===== src/rtl/fp_serial_feeder.sv =====
// Feeds one IEEE-754 operand pair, MSB first, into a bit-serial float adder.
// It then waits for the adder's done flag, with a bounded timeout.
module fp_serial_feeder #(
   parameter int unsigned TIMEOUT_CYCLES = 60
) (
   input  logic        clk,
   input  logic        reset,
   input  logic        start,
   input  logic [31:0] a_in,
   input  logic [31:0] b_in,
   input  logic        done_in,
   output logic        ready,
   output logic        busy,
   output logic        go,
   output logic        inpab,
   output logic        timeout_err
);

   localparam int unsigned BIT_W  = 5;
   localparam int unsigned WAIT_W = (TIMEOUT_CYCLES < 1) ? 1 : $clog2(TIMEOUT_CYCLES + 1);

   typedef enum logic [2:0] {
      IDLE,
      ARM,
      SEND_A,
      SEND_B,
      WAIT_DONE
   } state_e;

   state_e             state_q, state_d;
   logic [BIT_W-1:0]   bit_cnt_q, bit_cnt_d;
   logic [WAIT_W-1:0]  wait_cnt_q, wait_cnt_d;
   logic [31:0]        a_q, a_d, b_q, b_d;
   logic               ready_q, ready_d;
   logic               busy_q, busy_d;
   logic               go_q, go_d;
   logic               inpab_q, inpab_d;
   logic               timeout_err_q, timeout_err_d;

   // State, counters, operands and registered outputs
   always_ff @(posedge clk or posedge reset) begin
      if (reset) begin
         state_q       <= IDLE;
         bit_cnt_q     <= '0;
         wait_cnt_q    <= '0;
         a_q           <= '0;
         b_q           <= '0;
         ready_q       <= 1'b1;
         busy_q        <= 1'b0;
         go_q          <= 1'b1;
         inpab_q       <= 1'b0;
         timeout_err_q <= 1'b0;
      end else begin
         state_q       <= state_d;
         bit_cnt_q     <= bit_cnt_d;
         wait_cnt_q    <= wait_cnt_d;
         a_q           <= a_d;
         b_q           <= b_d;
         ready_q       <= ready_d;
         busy_q        <= busy_d;
         go_q          <= go_d;
         inpab_q       <= inpab_d;
         timeout_err_q <= timeout_err_d;
      end
   end

   // Next state; outputs are derived from the next state so they line up with it
   always_comb begin
      state_d       = state_q;
      bit_cnt_d     = bit_cnt_q;
      wait_cnt_d    = wait_cnt_q;
      a_d           = a_q;
      b_d           = b_q;
      timeout_err_d = 1'b0;

      case (state_q)
         IDLE: begin
            if (start) begin
               a_d       = a_in;
               b_d       = b_in;
               bit_cnt_d = '0;
               state_d   = ARM;
            end
         end
         ARM: begin
            bit_cnt_d = '0;
            state_d   = SEND_A;
         end
         SEND_A: begin
            if (bit_cnt_q == BIT_W'(31)) begin
               bit_cnt_d = '0;
               state_d   = SEND_B;
            end else begin
               bit_cnt_d = bit_cnt_q + BIT_W'(1);
            end
         end
         SEND_B: begin
            if (bit_cnt_q == BIT_W'(31)) begin
               bit_cnt_d  = '0;
               wait_cnt_d = '0;
               state_d    = WAIT_DONE;
            end else begin
               bit_cnt_d = bit_cnt_q + BIT_W'(1);
            end
         end
         WAIT_DONE: begin
            // Timeout fires on the edge where the count reaches the limit; done wins a tie
            wait_cnt_d = wait_cnt_q + WAIT_W'(1);
            if (done_in) begin
               wait_cnt_d = '0;
               state_d    = IDLE;
            end else if (wait_cnt_d == WAIT_W'(TIMEOUT_CYCLES)) begin
               wait_cnt_d    = '0;
               timeout_err_d = 1'b1;
               state_d       = IDLE;
            end
         end
         default: state_d = IDLE;
      endcase

      ready_d = (state_d == IDLE);
      busy_d  = (state_d != IDLE);
      go_d    = (state_d == IDLE);
      // ~bit_cnt selects bit 31-n, giving MSB-first order
      case (state_d)
         SEND_A:  inpab_d = a_d[~bit_cnt_d];
         SEND_B:  inpab_d = b_d[~bit_cnt_d];
         default: inpab_d = 1'b0;
      endcase
   end

   assign ready       = ready_q;
   assign busy        = busy_q;
   assign go          = go_q;
   assign inpab       = inpab_q;
   assign timeout_err = timeout_err_q;

endmodule

===== config.mk =====
export PLATFORM = sky130hd
export DESIGN_NAME = fp_serial_feeder
export DESIGN_NICKNAME = d
export VERILOG_FILES = /design/src/rtl/fp_serial_feeder.sv
export SDC_FILE = /design/constraint.sdc
export NUM_CORES = 1
export LEC_CHECK = 0
export ABC_AREA = 0
export CORE_ASPECT_RATIO = 1.4
export CORE_UTILIZATION = 29
export DETAILED_ROUTE_END_ITERATION = 12
export PLACE_DENSITY = 0.5
export SYNTH_ARGS = -nofsm -noshare
export SYNTH_HDL_FRONTEND = slang
export SYNTH_SLANG_ARGS = --single-unit

===== constraint.sdc =====
create_clock -name clk -period 2.55 [get_ports clk]
set_input_delay 0.255 -clock clk [delete_from_list [all_inputs] [get_ports clk]]
set_output_delay 0.255 -clock clk [all_outputs]
set_load 0.01 [all_outputs]

# Yosys cells after proc, flatten, opt, wreduce, memory -nomap -nowiden
# Index checks and enable logic that the tools add are counted.
# Widths: inputs -> output; s select.
# totals
ff_bits	82
latchBits	0
mem_bits_rw	0
mem_bits_ro	0
input_bits	68
output_inout_bits	5
word_cells	53
n_memories	0
# classes
addsub	2
mul	0
div_mod_pow	0
order_cmp	1
n_eq_ne	9
shifts	0
muxes	25
n_bitwise	1
reduce_logical	6
# ops
cell	n
$mux 32	4
$mux 6	3
$mux 3	5
$pmux 3 s5	1
$pmux 5 s3	1
$eq 3x2->1 const B	4
$pmux 6 s2	1
$bmux 1 s5	2
$mux 5	2
$add 6x1->6 const B	1
$eq 6x6->1 const B	1
$logic_not 3->1	2
$lt 5x6->1 const B	1
$add 5x1->5 const B	1
$eq 5x5->1 const B	1
$mux 1	5
$not 5->5	1
$eq 3x1->1 const B	1
$eq 3x3->1 const B	1
$reduce_bool 3->1	1
$ne 2x2->1 const B	1
$pmux 1 s2	1
$reduce_and 2->1	1
$reduce_bool 2->1	1
$reduce_or 2->1	1

# Logic depth before layout (Yosys ltp)
# Gate-level depths: netlist (run 1).
# depth
word_depth	7
depth_mapped	13
depth_no_buf	11

# Worst setup path before layout (run 1)
# OpenSTA, ideal clock, no wires.
# synth_timing
path_type	flip-flop to flip-flop
start	register bit_cnt_q[0]
end	register inpab_q, in the netlist inpab
setup_time_ns	0.135
arrival_ns	2.592
required_time_ns	2.415
path_slack_ns	-0.177
path_stages_with_launch	13
n_path_buf	2
synth_period_minus_slack_ns	2.727
cell_sequence	dfrtp_1 > ha_1 > and3_1 > ha_1 > nor4b_4 > nor3_2 > inv_2 > buf_2 > buf_2 > mux2i_1 > o221ai_1 > o211ai_1 > nand4_1
# synth_between
elab_chain_cells	7
elab_cells_between_ends	16
classes_between	add/sub: 1; eq/ne: 3; mux: 11; bitwise: 1
# synth_lines
element	line_no	source
start: declaration	31	logic [BIT_W-1:0] bit_cnt_q, bit_cnt_d;
start signal: assignment	55	bit_cnt_q <= bit_cnt_d;
$add 5x1->5 / $eq 5x5->1 (equally long branches)	n/a	
$mux 5	90, 98	
$pmux 5 s3 (*)	76	case (state_q)
named net bit_cnt_d[0]	31	
$not 5->5 (*)	126, 127	
$bmux 1 s5 (on tied branches)	127, 126	
$mux 1 (on tied branches)	127, 126	
$pmux 1 s2 (*)	125	case (state_d)
named net inpab_d	37	logic inpab_q, inpab_d;
end signal: assignment	62	inpab_q <= inpab_d;
end: declaration	37	
# The timed path passes the listed nets; every way through them passes the cells marked *. The select of a mux whose other input is x is not followed.
# A chain may end at the register's enable or synchronous reset.

# Worst setup path after layout (run 1)
# layout_timing
start	register bit_cnt_q[1]
end	register inpab_q, in the netlist inpab
# layout_between
elab_chain_cells	7
elab_cells_between_ends	16
classes_between	add/sub: 1; eq/ne: 3; mux: 11; bitwise: 1
# layout_lines
element	line_no
$add 5x1->5 / $eq 5x5->1 (equally long branches)	n/a
$mux 5	90, 98
$pmux 5 s3	76
$not 5->5	126, 127
$bmux 1 s5 (on tied branches)	127, 126
$mux 1 (on tied branches)	127, 126
$pmux 1 s2 (*)	125
named net inpab_d	37
# Marks and branches as above.

==> reports/results.tsv, run 1 <==
stage	metric	value	unit
run_status	status	complete, but fails checks	
run_status	failing checks	setup timing	
sta	Slew Viols, Final	0	
power_and_ir_drop	NetSw	0.002403	W
layout	Seq. cell area	0.002053	sq mm
routing	drt pass-1 iters	4	
sta	RSZ-0062 raised after global routing	yes	
clock_network	CTS tree	done	
die	initial core utilization	0.3007	
critical_path	kind of critical path	reg2reg	
sta	Final setup viols	1	
global_routing	GR Overflow Total	0	
routing	DRT iter0 DRCs	138	
synthesis	EDFF count, synth	0	
synthesis	share of synthesized registers carrying an async set or reset	1.000	
layout	layout cell share with drive strength beyond 1	0.1928	
sta	max frequency	391.1	MHz
synthesis	syn_nets	511	
place	dpl hpwl	7761	um
sta	endpoints failing hold	0	
critical_path	Critical Path, Cell by Cell	ha_2 -> and3_4 -> ha_4 -> nor4b_4 -> nor3_2 -> inv_2 -> buf_12 -> buf_8 -> buf_4 -> or3_4 -> o311ai_2 -> o211ai_1 -> nand4_1 -> nand4_1	
layout	commonest non-fill, non-tap cell in the layout	nand2_1	
power_and_ir_drop	combinational share of power	0.479	
clock_network	Worst-path clk slew	0.06	ns
synthesis	Post-Syn Instances	440	
sta	final worst path period share	1.003	
power_and_ir_drop	Worst VDD drop	0.3794	mV
synthesis	Synth Flop Type	dfrtp_1	
global_routing	GRT busiest layer	met2	
die	row count	50	
power_and_ir_drop	Pwr Density	1193	mW/mm^2
clock_network	Clock Latency Late Sink	0.34	ns
clock_network	H-tree levels	3	
global_routing	first-pass GRT wire length	16900	um
routing	Routed WL per cell	14.16	um
critical_path	CP dominant cell by count	nand4_1	
routing	final wirelength	10430	um
sta	slew margin rel.	0.6640	
synthesis	Synth Register Bits	82	
global_routing	largest net degree at the start of global routing	43	
die	die area	0.01456	sq mm
critical_path	WP data arrival	2.76	ns
global_routing	vias in the first global route	3526	
place	PortBufs	72	
critical_path	register-to-register setup slack	-0.007	ns
routing	routed vias	3429	
sta	Setup TNS Final	-0.007187	ns
critical_path	Worst path max stage delay	0.39	ns
routing	Final ANT Viol Nets	0	
die	die height	142.4	um
clock_network	Post-CTS Hold Buffers	0	
layout	Ant. Diodes	0	
worst_hold_path	Hold Crit Class	in2async	
layout	fin util	0.4229	
sta	Final WS setup	-0.007187	ns
critical_path	Critical Path RT	2.75	ns
synthesis	Synth Warn #	0	
global_routing	met3 GRT Util	0.02996	
global_routing	GRT Total Usage	0.1517	
clock_network	number of CTS-inserted buffers	9	
power_and_ir_drop	sequential group share of total power	0.317	
clock_network	CTS Sinks	82	
clock_network	Root Driver	clkbuf_16	
power_and_ir_drop	Sw Share	0.3509	
critical_path	crit-path max FO	10	
global_routing	antenna violations before repair	0	
critical_path	FF-to-FF path depth	14	
synthesis	Mapped Avg Cell Area	9.279	sq um
sta	Post-Route Skew	0.006309	ns
power_and_ir_drop	Pint	0.004445	W
routing	drc violations	0	
critical_path	slowest CP cell	dfrtp_1	
die	chip width	102.3	um
global_routing	grt met2 use	0.2660	
synthesis	synthesized area	0.004083	sq mm
place	GP Congestion	0.7768	
layout	NumNets Final	621	
layout	Layout area overhead	40.61	%
sta	Worst Tran Pin Value	0.5007	ns
critical_path	Startpoint Class	flop	
clock_network	Clock Tree Buf Depth	2	
synthesis	Synth cell types	53	
global_routing	M1 GR Usage	0.1809	
power_and_ir_drop	Lkg Pwr	2.649	nW
power_and_ir_drop	share of total power in the clock network	0.203	
layout	fill cell count	1351	
routing	Via density	4.653	
critical_path	worst reg2reg endpoint	inpab$_DFF_PP0_	
power_and_ir_drop	Pwr Total	0.006848	W
synthesis	Seq/Total Area, Yosys	0.5029	
die	IO Count	73	
critical_path	worst r2r src	bit_cnt_q[1]$_DFF_PP0_	
layout	commonest cells after routing, fill and taps aside	nand2_1 (153), dfrtp_1 (81), clkdlybuf4s50_1 (72)	
layout	area of the multi-input gates	0.001899	sq mm
die	core footprint	0.01358	sq mm
critical_path	Critical Path Sink Type	flop	
sta	Final Critical Period	2.557	ns
job	Max Cap Violations	0	
synth_stat cells (all sizes together), types with 2 or more instances:
master  instances  area share
a211oi          2      0.0037
a22o            2      0.0043
a22oi           2      0.0037
a32oi           3      0.0064
and2            3      0.0046
and3            2      0.0031
buf            20       0.028
clkbuf          7      0.0064
dfrtp          81        0.50
ha              3      0.0092
inv             7      0.0064
mux2           24       0.067
mux2i          12       0.029
nand2         153        0.14
nand2b          3      0.0046
nand3           7      0.0086
nand4           5      0.0077
nor2           26       0.024
nor2b           3      0.0046
nor3            8       0.011
nor3b           2      0.0037
nor4b           4       0.020
o211ai          8       0.015
o21a            2      0.0037
o21ai          18       0.022
o31ai           6       0.011
or3             6      0.0092
or4             5      0.0092
xor2            2      0.0043
power groups by stage:
stage	Combinational [W]	Sequential, W	Clock (W)
after detailed placement	0.00304	0.00219	0
after CTS	0.00328	0.00218	0.00144
after global routing	0.00363	0.00224	0.00147
after global placement	0.00300	0.00219	0
after floorplan	0.00201	0.00209	0
final	0.00328	0.00217	0.00139
through the flow:
step	setup WS, ns	hold slack, ns	instances	cell area (sq um)
5_1_grt	-0.1357	0.2928	737	5741
6_report	-0.007187	0.2483	737	5741
3_3_place_gp	-0.1038	0.4487	711	5286
4_1_cts	-0.04979	0.2585	736	5723
3_5_place_dp	-0.1668	0.4568	711	5286
2_1_floorplan	0.005358	0.3278	440	4094
layer usage:
metal / share of wire / vias up
met5: 0 / -
met4: 0.017 / 0
met3: 0.031 / 10
met2: 0.51 / 56
met1: 0.44 / 1643
li1: - / 1720
sequential cells by signal (all words and copies together), names as in the netlist, 3 cells and up:
| register | count |
|---|---|
| a_q | 32 |
| b_q | 32 |
| bit_cnt_q | 5 |
| state_q | 3 |
| wait_cnt_q | 6 |
layout make-up:
cell class,count,share of cell area
flip-flops and latches,82,0.3577
multi-input cells,324,0.3309
repair buffers,126,0.2105
clock buffers,12,0.04294
well taps,182,0.03967
clock inverters,4,0.01308
inverters,7,0.005231
worst max-delay path by stage:
stage / from / to / slack (ns) / cells past startpoint
floorplan: bit_cnt_q[0]$_DFF_PP0_ / inpab$_DFF_PP0_ / 0.005 / 12
global placement: start / inpab$_DFF_PP0_ / -0.10 / 9
detailed placement: start / inpab$_DFF_PP0_ / -0.17 / 9
CTS: bit_cnt_q[1]$_DFF_PP0_ / inpab$_DFF_PP0_ / -0.05 / 12
global route: bit_cnt_q[1]$_DFF_PP0_ / inpab$_DFF_PP0_ / -0.14 / 12
finish: bit_cnt_q[1]$_DFF_PP0_ / inpab$_DFF_PP0_ / -0.007 / 14
critical path, delay by kind of cell (launching register included):
kind | cells | cell delay, ns
DFF | 1 | 0.39
and+or+nand+nor | 6 | 0.98
AOI/OAI and AO/OA | 2 | 0.21
adders and majority gates | 2 | 0.35
buffers and inverters | 4 | 0.49
kinds of logic (layout without fill, tap and decap cells):
logic type | Yosys count | in the layout | synth area share
buffers and inverters | 34 | 149 | 0.04106
AND/OR/NAND/NOR | 230 | 230 | 0.2562
XOR/XNOR | 2 | 2 | 0.004291
adder cells (fa/ha/maj) | 3 | 3 | 0.009195
AO/OA/AOI/OAI | 53 | 53 | 0.08979
flip-flops | 82 | 82 | 0.5029
multiplexers | 36 | 36 | 0.09654
what timing repair did:
item / in CTS / in global routing
pin swaps: 9 / 8
setup endpoints to repair: 1 / 1
resized for setup: 11 / 4
buffers inserted: 9 / 1
(Power assumes the default switching activity.)
==> run 2: changes to the inputs <==
--- a/config.mk
+++ b/config.mk
@@ -9,7 +9,7 @@
 export CORE_ASPECT_RATIO = 1.4
 export CORE_UTILIZATION = 29
 export DETAILED_ROUTE_END_ITERATION = 12
-export PLACE_DENSITY = 0.5
+export PLACE_DENSITY = 0.48
 export SYNTH_ARGS = -nofsm -noshare
 export SYNTH_HDL_FRONTEND = slang
 export SYNTH_SLANG_ARGS = --single-unit
==> constraint.sdc (replaced) <==
create_clock -name clk -period 2.8 [get_ports clk]
set_input_delay 0.28 -clock clk [delete_from_list [all_inputs] [get_ports clk]]
set_output_delay 0.28 -clock clk [all_outputs]
set_load 0.01 [all_outputs]
==> reports/results.tsv, run 2 (synthesis results as in run 1) <==
stage	metric	value	unit	change
run_status	status	complete, no violations		was complete, but fails checks
critical_path	kind of critical path	reg2reg		unchanged
critical_path	register-to-register setup slack	0.17	ns	was -0.007 ns
clock_network	Clock Latency Late Sink	0.34	ns	about the same
power_and_ir_drop	Lkg Pwr	2.492	nW	was 2.649 nW
global_routing	first-pass GRT wire length	17390	um	was 16900 um
die	die height	142.4	um	unchanged
routing	Final ANT Viol Nets	0		unchanged
layout	leading registers by flop count	a_q (32), b_q (32), wait_cnt_q (6)		unchanged
critical_path	Critical Path RT	3.07	ns	was 2.75 ns
die	row count	50		unchanged
worst_hold_path	Hold Crit Class	in2async		unchanged
sta	Setup TNS Final	0	ns	was -0.007187 ns
layout	NumNets Final	596		was 621
sta	Final Critical Period	2.625	ns	was 2.557 ns
routing	DRT iter0 DRCs	133		was 138
layout	layout cell share with drive strength beyond 1	0.1472		was 0.1928
routing	final wirelength	10450	um	was 10430 um
critical_path	crit-path max FO	12		was 10
sta	slew margin rel.	0.4843		was 0.6640
sta	Slew Viols, Final	0		unchanged
sta	Final setup viols	0		was 1
routing	Routed WL per cell	14.67	um	was 14.16 um
routing	routed vias	3312		was 3429
clock_network	CTS Sinks	82		unchanged
routing	Via density	4.652		was 4.653
sta	max frequency	380.9	MHz	was 391.1 MHz
place	GP Congestion	0.7831		was 0.7768
die	die area	0.01456	sq mm	unchanged
clock_network	CTS tree	done		unchanged
global_routing	antenna violations before repair	0		unchanged
sta	Post-Route Skew	0.006739	ns	was 0.006309 ns
global_routing	GRT Total Usage	0.1570		was 0.1517
layout	fill cell count	1394		was 1351
clock_network	number of CTS-inserted buffers	9		unchanged
die	IO Count	73		unchanged
layout	Ant. Diodes	0		unchanged
critical_path	Critical Path Sink Type	flop		unchanged
sta	endpoints failing hold	0		unchanged
critical_path	Startpoint Class	flop		unchanged
global_routing	vias in the first global route	3539		was 3526
power_and_ir_drop	Worst VDD drop	0.3281	mV	was 0.3794 mV
critical_path	WP data arrival	2.90	ns	was 2.76 ns
sta	Worst Tran Pin Value	0.7727	ns	was 0.5007 ns
sta	final worst path period share	0.9377		was 1.003
die	chip width	102.3	um	unchanged
layout	Layout area overhead	33.74	%	was 40.61%
global_routing	GR Overflow Total	0		unchanged
layout	commonest non-fill, non-tap cell in the layout	nand2_1		unchanged
routing	drt pass-1 iters	4		unchanged
clock_network	Post-CTS Hold Buffers	0		unchanged
global_routing	largest net degree at the start of global routing	45		was 43
clock_network	Root Driver	clkbuf_16		unchanged
clock_network	H-tree levels	3		unchanged
place	PortBufs	72		unchanged
layout	commonest cells after routing, fill and taps aside	nand2_1 (153), dfrtp_1 (81), clkdlybuf4s50_1 (72)		unchanged
place	placed instance count	690		was 711
clock_network	Clock Tree Buf Depth	2		unchanged
die	initial core utilization	0.3007		unchanged
layout	Final Non-Filler Cells	712		was 737
routing	drc violations	0		unchanged
sta	RSZ-0062 raised after global routing	no		was yes
power_and_ir_drop	Pwr Density	1065	mW/mm^2	was 1193 mW/mm^2
die	core footprint	0.01358	sq mm	unchanged
place	dpl hpwl	7614	um	was 7761 um
clock_network	Worst-path clk slew	0.06	ns	about the same
job	Max Cap Violations	0		unchanged
==> run 2: final cells by class <==
class | count | area [sq um] | area share
clock buffer | 11 | 242.7 | 0.04445
multi-input combinational | 324 | 1886 | 0.3453
timing repair buffer | 101 | 993.5 | 0.1819
sequential | 82 | 2053 | 0.3760
inverter | 7 | 27.53 | 0.005041
tap | 182 | 227.7 | 0.04170
clock inverter | 5 | 30.03 | 0.005500
==> run 2: worst paths after layout <==
kind / start / end / depth (start not counted)
max: bit_cnt_q[1]$_DFF_PP0_ / inpab$_DFF_PP0_ / 12
min: reset / b_q[4]$_DFF_PP0_ / 2
max reg2reg: bit_cnt_q[1]$_DFF_PP0_ / inpab$_DFF_PP0_ / 12
min reg2reg: a_q[5]$_DFF_PP0_ / a_q[5]$_DFF_PP0_ / 2
max in group asynchronous: reset / b_q[29]$_DFF_PP0_ / 3
min in group clk: b_in[17] / b_q[17]$_DFF_PP0_ / 3
==> run 2: routing by layer <==
layer,up-vias,part of all wire,routed length (um),track usage
met3,10,0.027,279,0.03193
li1,1666,-,-,-
met4,0,0.016,170,0.05263
met1,1584,0.44,4608,0.1937
met2,52,0.52,5388,0.2692
met5,-,0,0,0
==> run 2: timing repair <==
item	CTS	global route
setup buffers	0	5
endpoints found under the setup margin	0	1
resized for setup	0	5
==> run 2: where the power goes <==
part / switching (W) / internal [W]
combinational: 0.00143 / 0.00132
sequential: 0.000253 / 0.00172
clock: 0.000471 / 0.000620
total: 0.00216 / 0.00366
==> run 2: metrics by stage <==
stage | util | setup slack, ns | total power, W | instance area (sq um) | hold slack (ns)
detailed placement | 0.3758 | 0.04304 | 0.004616 | 5101 | 0.4551
floorplan | - | 0.07319 | 0.003708 | 4083 | 0.3528
finish | 0.4022 | 0.1745 | 0.005816 | 5460 | 0.3873
global route | 0.4022 | 0.002546 | 0.006334 | 5460 | 0.4602
CTS | 0.3959 | 0.02372 | 0.005734 | 5374 | 0.4115
global placement | 0.3758 | 0.04656 | 0.004589 | 5101 | 0.4579
==> run 2: critical path, stage by stage (launching register included) <==
cell and delay (ns):
dfrtp_1 0.40, ha_1 0.21, and3_4 0.19, ha_4 0.17, nor4b_4 0.28, nor3_4 0.08, inv_2 0.11, buf_12 0.14
nor3_1 0.04, or4_1 0.49, a32oi_1 0.20, o211ai_1 0.13, nand4_1 0.11
==> run 3: changes to the inputs <==
--- a/config.mk
+++ b/config.mk
@@ -9,6 +9,7 @@
 export CORE_ASPECT_RATIO = 1.4
 export CORE_UTILIZATION = 29
 export DETAILED_ROUTE_END_ITERATION = 12
+export MAX_ROUTING_LAYER = met4
 export PLACE_DENSITY = 0.48
 export SYNTH_ARGS = -nofsm -noshare
 export SYNTH_HDL_FRONTEND = slang
==> constraint.sdc (replaced) <==
create_clock -name clk -period 2.8 [get_ports clk]
set_input_delay 0.7 -clock clk [delete_from_list [all_inputs] [get_ports clk]]
set_output_delay 0.7 -clock clk [all_outputs]
set_load 0.01 [all_outputs]
==> reports/results.tsv, run 3 (synthesis results as in run 1) <==
stage	metric	value	unit	change
layout	layout cell share with drive strength beyond 1	0.1682		was 0.1472
routing	DRT iter0 DRCs	156		was 133
critical_path	Startpoint Class	input port		was flop
die	row count	50		unchanged
die	die area	0.01456	sq mm	unchanged
sta	Final setup viols	0		unchanged
place	dpl ws	-0.2412	ns	was 0.04304 ns
sta	Post-Route Skew	0.004497	ns	was 0.006739 ns
clock_network	CTS Sinks	82		unchanged
die	chip width	102.3	um	unchanged
clock_network	Clock Tree Buf Depth	2		unchanged
layout	commonest cells after routing, fill and taps aside	nand2_1 (153), dfrtp_1 (81), clkdlybuf4s50_1 (72)		unchanged
critical_path	Critical Path, Cell by Cell	clkdlybuf4s50_1 -> buf_4 -> nor4b_4 -> nor3_2 -> inv_2 -> buf_4 -> nor3_1 -> or4_1 -> a32oi_1 -> o211ai_1 -> nand4_1		was ha_1 -> and3_4 -> ha_4 -> nor4b_4 -> nor3_4 -> inv_2 -> buf_12 -> nor3_1 -> or4_1 -> a32oi_1 -> o211ai_1 -> nand4_1
clock_network	Post-CTS Hold Buffers	0		unchanged
routing	routed vias	3419		was 3312
routing	Final ANT Viol Nets	0		unchanged
layout	leading registers by flop count	a_q (32), b_q (32), wait_cnt_q (6)		unchanged
layout	Seq. cell area	0.002053	sq mm	unchanged
clock_network	Clock Latency Late Sink	0.35	ns	was 0.34 ns
sta	endpoints failing hold	0		unchanged
place	PortBufs	72		unchanged
power_and_ir_drop	Pwr Total	0.006087	W	was 0.005816 W
die	die height	142.4	um	unchanged
place	GP Congestion	0.7922		was 0.7831
critical_path	WP data arrival	2.96	ns	was 2.90 ns
clock_network	CTS tree	done		unchanged
critical_path	slowest CP cell	clkdlybuf4s50_1		was or4_1
critical_path	crit-path max FO	7		was 12
sta	Slew Viols, Final	0		unchanged
run_status	status	complete, no violations		unchanged
layout	commonest non-fill, non-tap cell in the layout	nand2_1		unchanged
critical_path	CP dominant cell by count	buf_4		
critical_path	Buf/Inv on CP	4		was 2
job	Max Cap Violations	0		unchanged
clock_network	Worst-path clk slew	0.06	ns	about the same
routing	final wirelength	10560	um	was 10450 um
layout	Layout area overhead	37.63	%	was 33.74%
layout	NumNets Final	613		was 596
place	dpl hpwl	7995	um	was 7614 um
critical_path	largest delay contributor family on the critical path	buffers and inverters		was simple AND/OR/NAND/NOR gates
die	IO Count	73		unchanged
layout	Ant. Diodes	0		unchanged
sta	Final WS setup	0.1181	ns	was 0.1745 ns
global_routing	antenna violations before repair	0		unchanged
layout	fin util	0.4139		was 0.4022
critical_path	Worst path max stage delay	0.49	ns	about the same
worst_hold_path	Hold Crit Class	reg2reg		was in2async
sta	RSZ-0062 raised after global routing	no		unchanged
sta	slew margin rel.	0.6120		was 0.4843
global_routing	vias in the first global route	3465		was 3539
sta	final worst path period share	0.9578		was 0.9377
clock_network	H-tree levels	3		unchanged
layout	area of the multi-input gates	0.001864	sq mm	was 0.001886 sq mm
sta	hold_ws	0.4742	ns	was 0.3873 ns
clock_network	number of CTS-inserted buffers	9		unchanged
power_and_ir_drop	Pwr Density	1083	mW/mm^2	was 1065 mW/mm^2
sta	max frequency	372.9	MHz	was 380.9 MHz
critical_path	kind of critical path	in2reg		was reg2reg
die	initial core utilization	0.3007		unchanged
layout	fill cell count	1408		was 1394
clock_network	Root Driver	clkbuf_16		unchanged
sta	Final Critical Period	2.682	ns	was 2.625 ns
critical_path	Critical Path RT	3.08	ns	was 3.07 ns
routing	drt pass-1 iters	4		unchanged
global_routing	largest net degree at the start of global routing	37		was 45
die	core footprint	0.01358	sq mm	unchanged
routing	Routed WL per cell	14.49	um	was 14.67 um
routing	drc violations	0		unchanged
global_routing	GRT Total Usage	0.1596		was 0.1570
power_and_ir_drop	Lkg Pwr	2.598	nW	was 2.492 nW
sta	Worst Tran Pin Value	0.5808	ns	was 0.7727 ns
routing	Via density	4.690		was 4.652
critical_path	Critical Path Sink Type	flop		unchanged
power_and_ir_drop	Worst VDD drop	0.2925	mV	was 0.3281 mV
global_routing	first-pass GRT wire length	17060	um	was 17390 um
global_routing	GR Overflow Total	0		unchanged
[run 3: cell types whose count changed in the layout (fill, tap and decap cells not counted), moves of 2 or more]
cell / delta
buf_4: +16
bufinv_16: +2
clkinv_2: -3
clkbuf_1: +2
buf_12: +2
[run 3: layer usage]
layer  vias up  global-route usage  routed length [um]
met4         0             0.05188                 151
li1       1706                   -                   -
met2        67              0.2720                5389
met1      1636              0.1855                4642
met3        10             0.03291                 379
met5         -                   -                   0
[run 3: metrics by stage]
| step | TNS [ns] | cell area, sq um | std cells |
|---|---|---|---|
| 6_report | 0 | 5619 | 729 |
| 4_1_cts | 0 | 5617 | 729 |
| 3_3_place_gp | -0.2046 | 5286 | 711 |
| 2_1_floorplan | 0 | 4086 | 440 |
| 5_1_grt | 0 | 5619 | 729 |
| 3_5_place_dp | -0.2412 | 5286 | 711 |
[run 3: power breakdown]
part           internal, W  leakage [nW]  total, W  switching (W)
registers          0.00172          1.01   0.00199       0.000262
clock network     0.000805         0.154   0.00127       0.000462
logic              0.00142          1.44   0.00283        0.00141
[run 3: worst paths after layout]
path / from / end / slack [ns] / cells past startpoint
worst max-delay path: start / inpab$_DFF_PP0_ / 0.12 / 11
worst min-delay path: b_q[31]$_DFF_PP0_ / b_q[31]$_DFF_PP0_ / 0.47 / 2
worst max register to register: bit_cnt_q[0]$_DFF_PP0_ / inpab$_DFF_PP0_ / 0.14 / 12
worst min register to register: b_q[31]$_DFF_PP0_ / b_q[31]$_DFF_PP0_ / 0.47 / 2
max in group asynchronous: reset / a_q[9]$_DFF_PP0_ / 1.45 / 3
min in group asynchronous: reset / b_q[7]$_DFF_PP0_ / 0.76 / 2
[run 3: area by class of cell]
class                           count  share of cell area
Timing Repair Buffer              118              0.2008
Tap cell                          182             0.04053
Multi-Input combinational cell    324              0.3318
Clock buffer                       13             0.04453
Clock inverter                      3             0.01158
Inverter                            7            0.005344
Sequential cell                    82              0.3654
[run 3: worst min-delay path: stages, from the launching register on]
cell	delay (ns)
dfrtp_1	0.32
nand2_1	0.06
nand2_1	0.06
[run 3: what timing repair did]
action                                  in CTS  in global routing
pin swaps                                    0                  1
gates resized for setup                      0                  2
setup buffers                                2                  0
endpoints found under the setup margin       1                  1
